`src/rtl/uart_pkg.sv`:
```
// Shared types for the UART TX arbiter: FSM states, requester index, default line terminator.
package uart_pkg;

  typedef enum logic {
    ARB_IDLE = 1'b0,
    ARB_OWN  = 1'b1
  } arb_state_e;

  typedef logic req_idx_t;

  localparam logic [7:0] EOL_DEFAULT = 8'h0A;

endpackage

```
`src/rtl/uart_arb_rr2.sv`:
```
// Combinational 2-way round-robin picker: on contention the requester that did not own last wins.
module uart_arb_rr2
  import uart_pkg::*;
(
  input  logic [1:0] valid,
  input  req_idx_t   last_owner,
  output req_idx_t   grant,
  output logic       any
);

  always_comb begin
    any = |valid;
    if (&valid) begin
      grant = ~last_owner;
    end else begin
      grant = valid[1];
    end
  end

endmodule

```
`src/rtl/uart_tx_arb.sv`:
```
// Line-locked 2-requester byte arbiter into the UART TX FIFO; 1-cycle grant, combinational accept gated by fifo_full.
// UART_ARB_LOCK_EN enables per-line ownership (EOL/MAX_BURST/IDLE_TIMEOUT release); without it ownership drops after every byte.
module uart_tx_arb
  import uart_pkg::*;
#(
  parameter int         MAX_BURST    = 64,
  parameter int         IDLE_TIMEOUT = 255,
  parameter logic [7:0] EOL_CHAR     = EOL_DEFAULT
) (
  input  logic       clk,
  input  logic       rst,
  input  logic       req0_valid,
  input  logic [7:0] req0_data,
  output logic       req0_ready,
  input  logic       req1_valid,
  input  logic [7:0] req1_data,
  output logic       req1_ready,
  output logic       fifo_wr_en,
  output logic [7:0] fifo_wr_data,
  input  logic       fifo_full,
  output logic       owner,
  output logic       locked
);

`ifdef UART_ARB_LOCK_EN
  localparam bit LOCK_EN = 1'b1;
`else
  localparam bit LOCK_EN = 1'b0;
`endif

  localparam int BW = $clog2(MAX_BURST + 1);
  localparam int IW = $clog2(IDLE_TIMEOUT + 1);

  arb_state_e     state_q, state_d;
  req_idx_t       owner_q, owner_d;
  req_idx_t       last_owner_q, last_owner_d;
  logic [BW-1:0]  burst_q, burst_d;
  logic [IW-1:0]  idle_q, idle_d;

  req_idx_t       grant;
  logic           any_valid;
  logic           own_valid;
  logic [7:0]     own_data;
  logic [BW-1:0]  burst_inc;
  logic [IW-1:0]  idle_inc;

  uart_arb_rr2 u_rr2 (
    .valid      ({req1_valid, req0_valid}),
    .last_owner (last_owner_q),
    .grant      (grant),
    .any        (any_valid)
  );

  assign own_valid = owner_q ? req1_valid : req0_valid;
  assign own_data  = owner_q ? req1_data  : req0_data;
  assign burst_inc = burst_q + BW'(1);
  assign idle_inc  = idle_q + IW'(1);
  assign owner     = owner_q;
  assign locked    = (state_q == ARB_OWN);

  always_comb begin
    state_d      = state_q;
    owner_d      = owner_q;
    last_owner_d = last_owner_q;
    burst_d      = burst_q;
    idle_d       = idle_q;
    fifo_wr_en   = 1'b0;
    fifo_wr_data = 8'h00;
    req0_ready   = 1'b0;
    req1_ready   = 1'b0;

    case (state_q)
      ARB_IDLE: begin
        if (any_valid) begin
          owner_d = grant;
          burst_d = '0;
          idle_d  = '0;
          state_d = ARB_OWN;
        end
      end
      ARB_OWN: begin
        if (own_valid && !fifo_full) begin
          fifo_wr_en   = 1'b1;
          fifo_wr_data = own_data;
          req0_ready   = ~owner_q;
          req1_ready   = owner_q;
          burst_d      = burst_inc;
        end
        // A full-FIFO stall keeps valid high, so it never advances the idle count.
        idle_d = own_valid ? '0 : idle_inc;
        if ((own_valid && !fifo_full &&
             (!LOCK_EN || own_data == EOL_CHAR || burst_inc == BW'(MAX_BURST))) ||
            (!own_valid && idle_inc == IW'(IDLE_TIMEOUT))) begin
          state_d      = ARB_IDLE;
          last_owner_d = owner_q;
        end
      end
      default: state_d = ARB_IDLE;
    endcase
  end

  always_ff @(posedge clk or posedge rst) begin
    if (rst) begin
      state_q      <= ARB_IDLE;
      owner_q      <= 1'b0;
      last_owner_q <= 1'b1;
      burst_q      <= '0;
      idle_q       <= '0;
    end else begin
      state_q      <= state_d;
      owner_q      <= owner_d;
      last_owner_q <= last_owner_d;
      burst_q      <= burst_d;
      idle_q       <= idle_d;
    end
  end

endmodule

```
`config.mk`:
```
export PLATFORM = sky130hd
export DESIGN_NAME = uart_tx_arb
export DESIGN_NICKNAME = d
export VERILOG_FILES = /design/src/rtl/uart_pkg.sv /design/src/rtl/uart_arb_rr2.sv /design/src/rtl/uart_tx_arb.sv
export SDC_FILE = /design/constraint.sdc
export NUM_CORES = 1
export LEC_CHECK = 0
export BUFFER_PORTS_ARGS = -buffer_cell sky130_fd_sc_hd__buf_2
export CORE_AREA = 2 2 50 52
export CTS_CLUSTER_DIAMETER = 150
export DETAILED_ROUTE_END_ITERATION = 6
export DIE_AREA = 0 0 52 54
export SYNTH_ARGS = -nofsm -noshare
export SYNTH_HDL_FRONTEND = slang
export SYNTH_SLANG_ARGS = --single-unit
```
`constraint.sdc`:
```
create_clock -name clk -period 1.9 [get_ports clk]
set_input_delay 0.095 -clock clk [delete_from_list [all_inputs] [get_ports clk]]
set_output_delay 0.095 -clock clk [all_outputs]
set_load 0.02 [all_outputs]
```
# Word-level counts from Yosys, hierarchy flattened
# Cells that the tools add are included.
[totals] register_bits=11 out_inout_bits=13 wordCells=36
[classes] add_sub_neg=1 n_eq_ne=2 muxes=17 bitwise_logic=3 reduce_logical=9
[ops] cell="2-to-1 mux 8 bit" n=5
[ops] cell="one-hot mux 8 bit (2 select lines)" n=1
[ops] cell="2-to-1 mux 1 bit" n=10
[ops] cell="adder 8 x 1 -> 8 bit (second input constant)" n=1
[ops] cell="== test 8 bit (second input constant)" n=1
[ops] cell="AND reduction 2 bit" n=3
[ops] cell="NOT 1 bit" n=3
[ops] cell="logical AND 1 bit" n=2
[ops] cell="logical NOT 1 bit" n=2
[ops] cell="!= test 2 bit (second input constant)" n=1
[ops] cell="one-hot mux 1 bit (2 select lines)" n=1
[ops] cell="OR reduction 2 bit" n=1
[ops] cell="logical OR 1 bit" n=1

# Longest topological paths before layout
# Gate-level depths: netlist (run 1).
[depth] depth_word=6 mapped_depth=6

# Hierarchy
# From an unflattened synthesis (run 1), not the netlist that was laid out.
[hier_totals] cells_unflattened=85 area_unflattened_um2=777.0
[by_module_without_submodules] mod="uart_tx_arb" instances=1 cells_per_inst=83 area_per_inst_um2=763.2 seq_area_each_um2=276.5
[by_module_without_submodules] mod="uart_arb_rr2" instances=1 cells_per_inst=2 area_per_inst_um2=13.8 seq_area_each_um2=0.0

# Worst setup path before layout (run 1)
# OpenSTA, ideal clock, no wires.
[synth_path] path_type="register to register" start="register owner_q, in the netlist owner" end="register last_owner_q" t_arrival_ps=1702 t_required_ps=1818 slack_ps=115 path_stages_with_launch=5 synth_period_minus_slack_ps=1785 cell_sequence="dfrtp_1 mux2i_2 nor2_2 o311a_2 mux2_4"
[synth_between] elab_chain_cells=5
[synth_rtl] element="from (decl)" line_no="uart_tx_arb.sv:35" text="req_idx_t owner_q, owner_d;"
[synth_rtl] element="from (signal assigned)" line_no="uart_tx_arb.sv:111" text="owner_q <= owner_d;"
[synth_rtl] element="2-to-1 mux 1 bit" line_no="uart_tx_arb.sv:54" text="assign own_valid = owner_q ? req1_valid : req0_valid;"
[synth_rtl] element="logical NOT 1 bit" line_no="uart_tx_arb.sv:93" text="(!own_valid && idle_inc == IW'(IDLE_TIMEOUT))) begin"
[synth_rtl] element="logical AND 1 bit" line_no="uart_tx_arb.sv:93"
[synth_rtl] element="logical OR 1 bit" line_no="uart_tx_arb.sv:92" text="(!LOCK_EN || own_data == EOL_CHAR || burst_inc == BW'(MAX_BURST))) ||"
[synth_rtl] element="AND reduction 2 bit (no line)"
[synth_rtl] element="to (signal assigned)" line_no="uart_tx_arb.sv:112" text="last_owner_q <= last_owner_d;"
[synth_rtl] element="to (decl)" line_no="uart_tx_arb.sv:36" text="req_idx_t last_owner_q, last_owner_d;"
# Parallel ways exist; a longest one is shown, timed or not.
# A chain may end at the register's enable or synchronous reset.

# Final worst setup path (run 1)
[layout_path] start="register state_q, in the netlist locked" end="output fifo_wr_data[7]"
[layout_between] elab_chain_cells=1
[layout_rtl] element="from (decl)" line_no="uart_tx_arb.sv:34" text="arb_state_e state_q, state_d;"
[layout_rtl] element="from (signal assigned)" line_no="uart_tx_arb.sv:110" text="state_q <= state_d;"
[layout_rtl] element="2-to-1 mux 8 bit" line_no="uart_tx_arb.sv:72" text="case (state_q)"
[layout_rtl] element="to (decl)" line_no="uart_tx_arb.sv:19" text="output logic [7:0] fifo_wr_data,"
# No other way between the ends.

==> flow_summary.yaml, run 1 <==
synthesis:
  yosysSeqAreaShare_pct: 36.9
  synth.yosys.warnings: 0
  async_reset_ff_share_pct: 100
  syn_inst: 83
  synthFlopType: "dfrtp_1"
  synth_edf_count: 0
  synth.distinct_cells: 32
  syn_nets: 106
  netlist_area_sq_um: 749
  ys_ff_latch: 11
  avgSynthCellArea_sq_um: 9.03
clock_tree:
  postCtsSetupBuffers: 0
  cts-root-buf: "clkbuf_4"
  clk_pin_slew_worst_paths_ns: 0.07
  cts_buffers: 3
  cts_sinks: 11
  cts_max_level: 1
  cts_tree: "built"
  cts_buffer_depth: 2
  insertion_delay_ns: 0.27
global_route:
  grt_overflow_total: 0
  grt_pass1_vias: 696
  grt_pass1_wl_mm: 3.11
  antenna_found_initial: 0
  grt_max_degree: 13
  grt.total_usage_pct: 15.0
place:
  place_congestion: 0.821
  hpwlAfterDp_mm: 1.54
  dp_slack_ns: 0.220
  dpl-instance-area_sq_um: 972
  io_buffers: 33
sta:
  worst_pin_slew_ns: 0.457
  tns_ns: 0
  hold_violations: 0
  setup_ws_ns: 0.136
  clock.fmax_mhz: 567
  finalSetupViolations: 0
  worst_clock_skew_ns: 0.000562
  finalMaxSlewViolations: 0
  holdWs_ns: 0.0757
  slew_headroom_pct: 69.5
  post-route-period-util_pct: 92.9
  period_minus_slack_ns: 1.76
  rsz0062_at_grt: "no"
pwr:
  leakage_nw: 0.491
  ir_drop_mv: 0.327
  power.density_nw_per_um2: 941
setup_path:
  startpoint_type: "register"
  cp_max_fo: 9
  critical_path_class: "register to output pin"
  setup.worst_path.end_class: "output pin"
  worstPathRequired_ns: 1.80
  arrival_ns: 1.67
floorplanning:
  fp.dieW_um: 52
  fp-row-count: 18
  start_util_pct: 32.3
  die_h_um: 54
  die_area_sq_um: 2810
  top_level_ports: 34
  core_sq_um: 2320
cells_and_area:
  insertedDiodeCount: 0
  final_area_sq_um: 1020
  nets: 147
  area_growth_pct: 35.7
  drive_gt1_share_pct: 40.7
  final_common_cell: "buf_2"
  final_cell_mix: "buf_2, dfrtp_1, o21ai_0"
  utilization_pct: 43.9
worst_hold_path:
  hold_path.class: "input port to register"
routing:
  wl_per_cell_um: 13.5
  dr.pass1.iters: 4
  vias_per_cell: 5.19
  drt_wl_total_mm: 2.07
  drc: 0
  num_vias: 794
  drt_iter0_markers: 13
  drtAntennaViolNets: 0
run:
  cap_violations: 0
status:
  outcome: "completed"
[per-stage QoR]
stage	total power [mW]	std cells
2_1_floorplan	0.625	83
3_5_place_dp	0.785	148
4_1_cts	0.949	153
6_report	0.958	153
5_1_grt	1.03	153
3_3_place_gp	0.777	148
[critical path: stages, from the launching register on]
cell and delay [ns]:
dfrtp_1 0.44, nand2b_1 0.20, nor3b_4 0.40, a22o_1 0.20
buf_2 0.16
[where the power goes]
part | total, mW | switching [mW] | internal, mW
Sequential | 0.342 | 0.0548 | 0.287
Combinational | 0.451 | 0.255 | 0.196
Clock | 0.165 | 0.0836 | 0.0812
[cell usage after synthesis, types with 2 or more instances]
master	count	share of area (%)
a22o_1	8	9.3
inv_1	4	2.0
dfrtp_1	10	33
buf_2	2	1.3
nor2b_1	2	1.7
o31ai_1	5	5.0
o21ai_0	9	6.0
nand2_1	6	3.0
and3_2	2	2.0
nor2_1	6	3.0
nand3_1	5	3.3
a21oi_1	2	1.3
nand2b_1	2	1.7
ha_1	2	3.3
[path summary, 6_finish.rpt]
path	endpoint	slack [ns]	startpoint	cells past startpoint
hold reg to reg	idle_q[7]$_DFFE_PP0P_	0.48	idle_q[7]$_DFFE_PP0P_	1
min in group asynchronous	idle_q[0]$_DFFE_PP0P_	0.37	rst	3
setup reg to reg	last_owner_q$_DFFE_PP1P_	0.18	owner$_DFFE_PP0P_	4
hold / removal	owner$_DFFE_PP0P_	0.08	req0_valid	2
setup / recovery	fifo_wr_data[7]	0.14	locked$_DFF_PP0_	4
max in group asynchronous	last_owner_q$_DFFE_PP1P_	1.19	rst	3
[kinds of logic after synthesis]
kind of cell,share of synthesized area (%)
AOI/OAI and AO/OA,28.4
xor gates and xnor gates,1.17
adders and majority gates,3.34
buffers and inverters,3.34
DFF,36.9
muxes,3.84
and+or+nand+nor,23.0
[state kept, by name, indices dropped and copies added, names as in the netlist]
signal / flops
owner: 1
idle_q: 8
last_owner_q: 1
locked: 1
[routing by layer]
metal	wire length [um]	vias to the layer above	global-route usage (%)
li1	-	395	-
met1	959	385	20.5
met2	1050	12	24.5
met3	43	2	1.67
met4	17	0	5.26
met5	0	-	0
[timing repair]
action                                  in CTS  in global routing
endpoints found under the hold margin       10                  0
resized for setup                            0                  2
endpoints found under the setup margin       0                  8
hold buffers                                 1                  0
[final cells by class]
class	instances	area, sq um
Fill cell	231	1300
Clock buffer	4	26.3
Sequential cell	11	277
Inverter	4	15.0
Timing Repair Buffer	38	205
Tap cell	30	37.5
Multi-Input combinational cell	66	457
(Power assumes the default switching activity.)
==> run 2: changes to the inputs <==
==> constraint.sdc (replaced) <==
create_clock -name clk -period 1.9 [get_ports clk]
set_input_delay 0 -clock clk [delete_from_list [all_inputs] [get_ports clk]]
set_output_delay 0 -clock clk [all_outputs]
set_load 0.02 [all_outputs]
==> run 2 against run 1 <==
Compared with the run above:
- utilization is 0.054 points higher
- largest power group unchanged
- hold slack got worse by 0.021 ns
- sequential power down 1%
- critical path type unchanged
- first-iteration DRC count did not move
- critical path depth unchanged
- critical endpoint unchanged
- largest cell class unchanged
- sequential share of layout area barely moved
- fmax is 1.0% higher
- power shrank 0.79%
- clock power about the same
- die area unchanged
- wire length decreased by 0.19%
- global-route usage increased by 0.059 points
==> flow_summary.yaml, run 2 (synthesized netlist as in run 1, its figures left out) <==
routing:
  drt_iter0_markers: 13
  dr.pass1.iters: 4
  vias_per_cell: 5.17
  drt_wl_total_mm: 2.07
  drtAntennaViolNets: 0
  wl_per_cell_um: 13.4
  drc: 0
  num_vias: 796
pwr:
  leakage_nw: 0.493
  ir_drop_mv: 0.326
  fin_total_pwr_mw: 0.950
  power.density_nw_per_um2: 933
cells_and_area:
  area_growth_pct: 35.9
  top_register: "idle_q"
  regArea_sq_um: 277
  final_common_cell: "buf_2"
  final_cell_mix: "buf_2, dfrtp_1, o21ai_0"
  fillCellCount: 230
  insertedDiodeCount: 0
  nets: 148
  largest_reg_flops: 8
  drive_gt1_share_pct: 39.5
  multiInputGateArea_sq_um: 448
global_route:
  grt_overflow_total: 0
  grt_pass1_wl_mm: 3.13
  grt_max_degree: 13
  antenna_found_initial: 0
  grt_pass1_vias: 702
  grt.total_usage_pct: 15.1
setup_path:
  cp_max_fo: 9
  startpoint_type: "register"
  arrival_ns: 1.75
  crit_slowest_cell: "nor2_1"
  r2r_slack_ns: 0.22
  crit_chain: "nand2b_1, nor2_1, a22o_1, buf_2"
  critical_path_class: "register to output pin"
  setup.worst_path.end_class: "output pin"
  worstPathRequired_ns: 1.90
  cpPeakStageDelay_ns: 0.47
clock_tree:
  clk_pin_slew_worst_paths_ns: 0.07
  cts_buffers: 3
  cts.repair.resized: 0
  insertion_delay_ns: 0.27
  cts_max_level: 1
  cts-root-buf: "clkbuf_4"
  cts_buffer_depth: 2
  postCtsSetupBuffers: 0
  cts_tree: "built"
  cts_sinks: 11
sta:
  worst_clock_skew_ns: 0.000562
  finalSetupViolations: 0
  period_minus_slack_ns: 1.75
  tns_ns: 0
  rsz0062_at_grt: "no"
  worst_pin_slew_ns: 0.560
  clock.fmax_mhz: 572
  slew_headroom_pct: 62.5
  hold_violations: 0
  finalMaxSlewViolations: 0
  post-route-period-util_pct: 91.9
place:
  place_congestion: 0.821
  io_buffers: 33
  hpwlAfterDp_mm: 1.54
status:
  outcome: "completed"
floorplanning:
  die_area_sq_um: 2810
  fp-row-count: 18
  fp.dieW_um: 52
  core_sq_um: 2320
  start_util_pct: 32.3
  die_h_um: 54
  top_level_ports: 34
run:
  cap_violations: 0
worst_hold_path:
  hold_path.class: "input port to register"
[run 2: cell count changes in the layout (fill, tap and decap cells not counted)]
cell and delta:
dlygate4sd3_1 +1, nor2_1 +1, nor2_2 -1, nor3b_2 +1, nor3b_4 -1
[run 2: worst paths after layout]
kind                                        from                  endpoint  cells after the start
setup / recovery                locked$_DFF_PP0_           fifo_wr_data[7]                      4
hold / removal                        req1_valid         owner$_DFFE_PP0P_                      3
setup reg to reg               owner$_DFFE_PP0P_  last_owner_q$_DFFE_PP1P_                      4
hold reg to reg            idle_q[7]$_DFFE_PP0P_     idle_q[7]$_DFFE_PP0P_                      1
max in group asynchronous                    rst  last_owner_q$_DFFE_PP1P_                      3
min in group asynchronous                    rst     idle_q[0]$_DFFE_PP0P_                      3
[run 2: area by class of cell]
class,instances,share of cell area [%]
multi-input combinational,66,44.0
sequential,11,27.1
timing repair buffer,39,21.1
tap,30,3.69
clock buffer,4,2.58
inverter,4,1.47
[run 2: worst max-delay path, delay by kind of cell, from the launching register on]
family / cells / cell delay, ns
AND/OR/NAND/NOR: 2 / 0.63
flip-flops: 1 / 0.44
AO/OA/AOI/OAI: 1 / 0.24
buffers and inverters: 1 / 0.16
[run 2: timing repair]
item,4_1_cts,5_1_grt
hold endpoints to repair,11,0
endpoints found under the setup margin,0,0
hold buffers,2,0
[run 2: layer usage]
| metal | track usage, % | part of all wire [%] |
|---|---|---|
| met1 | 20.3 | 46 |
| met2 | 24.9 | 51 |
| met3 | 1.67 | 2.1 |
| met4 | 5.26 | 0.82 |
| met5 | 0 | 0 |
[run 2: stage by stage]
| step | util, % | std cells | cell area, sq um | setup slack, ns | hold WS, ns |
|---|---|---|---|---|---|
| after floorplan | - | 83 | 749 | 0.115 | -0.148 |
| after global placement | 41.9 | 148 | 972 | 0.251 | 0.0188 |
| after detailed placement | 41.9 | 148 | 972 | 0.220 | 0.0239 |
| after CTS | 43.9 | 154 | 1020 | 0.159 | 0.0529 |
| after global routing | 43.9 | 154 | 1020 | 0.0195 | 0.0884 |
| final | 43.9 | 154 | 1020 | 0.153 | 0.0546 |
[run 2: report_power, final]
group | switching, mW | total [mW] | internal [mW]
Clock | 0.0836 | 0.165 | 0.0812
Sequential | 0.0505 | 0.338 | 0.287
Combinational | 0.253 | 0.447 | 0.194
==> run 3: changes to the inputs <==
- CORE_AREA: 2 2 50 52 -> 2 2 44 46
- DIE_AREA: 0 0 52 54 -> 0 0 46 48
- GPL_ROUTABILITY_DRIVEN: unset -> 0
- PLACE_DENSITY: unset -> 0.81
==> run 3 against run 2 <==
Compared with the run above:
- die area decreased by 21%
- critical endpoint is now last_owner_q$_DFFE_PP1P_
- via count increased by 2.4%
- hold slack got worse by 0.016 ns
- worst setup slack got worse by 0.014 ns
- sequential power increased by 1%
- critical path depth unchanged
==> flow_summary.yaml, run 3 (synthesized netlist as in run 1, its figures left out) <==
setup_path:
  reg2reg_depth: 4
  critical_path_class: "register to register"
  crit_slowest_cell: "dfrtp_1"
  worstPathRequired_ns: 2.12
  arrival_ns: 1.98
  crit_chain: "mux2i_2, nor2_2, o311a_2, mux2_4"
  cpPeakStageDelay_ns: 0.51
  cp_max_fo: 6
  setup.worst_path.end_class: "register"
  r2r_slack_ns: 0.14
  startpoint_type: "register"
sta:
  period_minus_slack_ns: 1.76
  hold_violations: 0
  holdWs_ns: 0.0387
  clock.fmax_mhz: 568
  finalMaxSlewViolations: 0
  finalSetupViolations: 0
  slew_headroom_pct: 64.7
  worst_clock_skew_ns: 0.00977
  post-route-period-util_pct: 92.7
  worst_pin_slew_ns: 0.528
  tns_ns: 0
  rsz0062_at_grt: "no"
floorplanning:
  die_h_um: 48
  top_level_ports: 34
  start_util_pct: 44.4
  die_area_sq_um: 2210
  fp.dieW_um: 46
  fp-row-count: 15
  core_sq_um: 1690
cells_and_area:
  final_cell_mix: "buf_2, dfrtp_1, o21ai_0"
  area_growth_pct: 34.6
  final_common_cell: "buf_2"
  top_register: "idle_q"
  nets: 148
  largest_reg_flops: 8
  multiInputGateArea_sq_um: 454
  drive_gt1_share_pct: 39.5
  regArea_sq_um: 277
  utilization_pct: 59.7
  final_cell_count_no_fill: 141
  fillCellCount: 143
  insertedDiodeCount: 0
  final_area_sq_um: 1010
routing:
  top_layer: "met4"
  drt_iter0_markers: 32
  wl_per_cell_um: 14.4
  vias_per_cell: 5.78
  drt-met1-wl_um: 926
  wl_met2_mm: 1.02
  wl_met3_um: 71
  dr.pass1.iters: 4
  num_vias: 815
  drt_wl_total_mm: 2.03
  drc: 0
  drtAntennaViolNets: 0
pwr:
  leakage_nw: 0.496
  ir_drop_mv: 0.615
  power.density_nw_per_um2: 959
clock_tree:
  clk_pin_slew_worst_paths_ns: 0.09
  cts_tree: "built"
  cts-root-buf: "clkbuf_4"
  cts_buffer_depth: 2
  cts_sinks: 11
  insertion_delay_ns: 0.28
  cts_max_level: 1
  cts_buffers: 3
global_route:
  grt_pass1_vias: 591
  antenna_found_initial: 0
  grt_max_degree: 13
  grt_pass1_wl_mm: 2.68
  grt_overflow_total: 0
  grt.total_usage_pct: 16.7
place:
  place_inst: 135
  dpl-instance-area_sq_um: 956
  io_buffers: 33
  hpwlAfterDp_mm: 1.48
run:
  cap_violations: 0
worst_hold_path:
  whs_path_depth: 3
  hold_path.class: "input port to register"
status:
  outcome: "completed"
## run 3: cell count changes in the layout (fill, tap and decap cells not counted)
cell	previous run	this run
nor3b_4	0	1
nor3b_2	1	0
## run 3: where the power goes
group / switching [mW] / total [mW] / internal, mW / leakage, nW
clock: 0.0959 / 0.177 / 0.0814 / 0.0150
sequential: 0.0551 / 0.342 / 0.287 / 0.141
combinational: 0.252 / 0.448 / 0.196 / 0.340
total: 0.403 / 0.967 / 0.564 / 0.496
## run 3: through the flow
stage / power (mW) / worst slack (ns)
final: 0.967 / 0.139
after global routing: 1.02 / 0.0101
after CTS: 0.949 / 0.179
after detailed placement: 0.777 / 0.226
after global placement: 0.768 / 0.262
after floorplan: 0.625 / 0.115
## run 3: worst paths after layout
path | to | start
min in group asynchronous | owner$_DFFE_PP0P_ | rst
worst max register to register | last_owner_q$_DFFE_PP1P_ | owner$_DFFE_PP0P_
worst min register to register | idle_q[7]$_DFFE_PP0P_ | idle_q[7]$_DFFE_PP0P_
worst min-delay path | owner$_DFFE_PP0P_ | req1_valid
worst max-delay path | last_owner_q$_DFFE_PP1P_ | owner$_DFFE_PP0P_
max in group asynchronous | last_owner_q$_DFFE_PP1P_ | rst
## run 3: final cells by class
cell class              instances  share of cell area [%]
multi-input cells              66                    45.0
flip-flops and latches         11                    27.4
repair buffers                 39                    21.3
clock buffers                   4                    2.61
well taps                      17                    2.11
inverters                       4                    1.49
## run 3: critical path, delay by kind of cell (launching register included)
kind	cells	cell delay [ns]
simple gates	1	0.10
mux	2	0.67
compound gates	1	0.42
flops	1	0.51
## run 3: repair_timing
action | 4_1_cts | 5_1_grt
endpoints found under the hold margin | 11 | 0
hold buffers | 2 | 0
endpoints found under the setup margin | 0 | 1
gates resized for setup | 0 | 1
setup buffers | 0 | 0
## run 3: per-layer routing
layer | vias to the layer above | global-route usage, %
met5 | - | 0
met4 | 0 | 3.43
met3 | 2 | 2.26
met2 | 17 | 24.4
met1 | 398 | 25.9
li1 | 398 | -
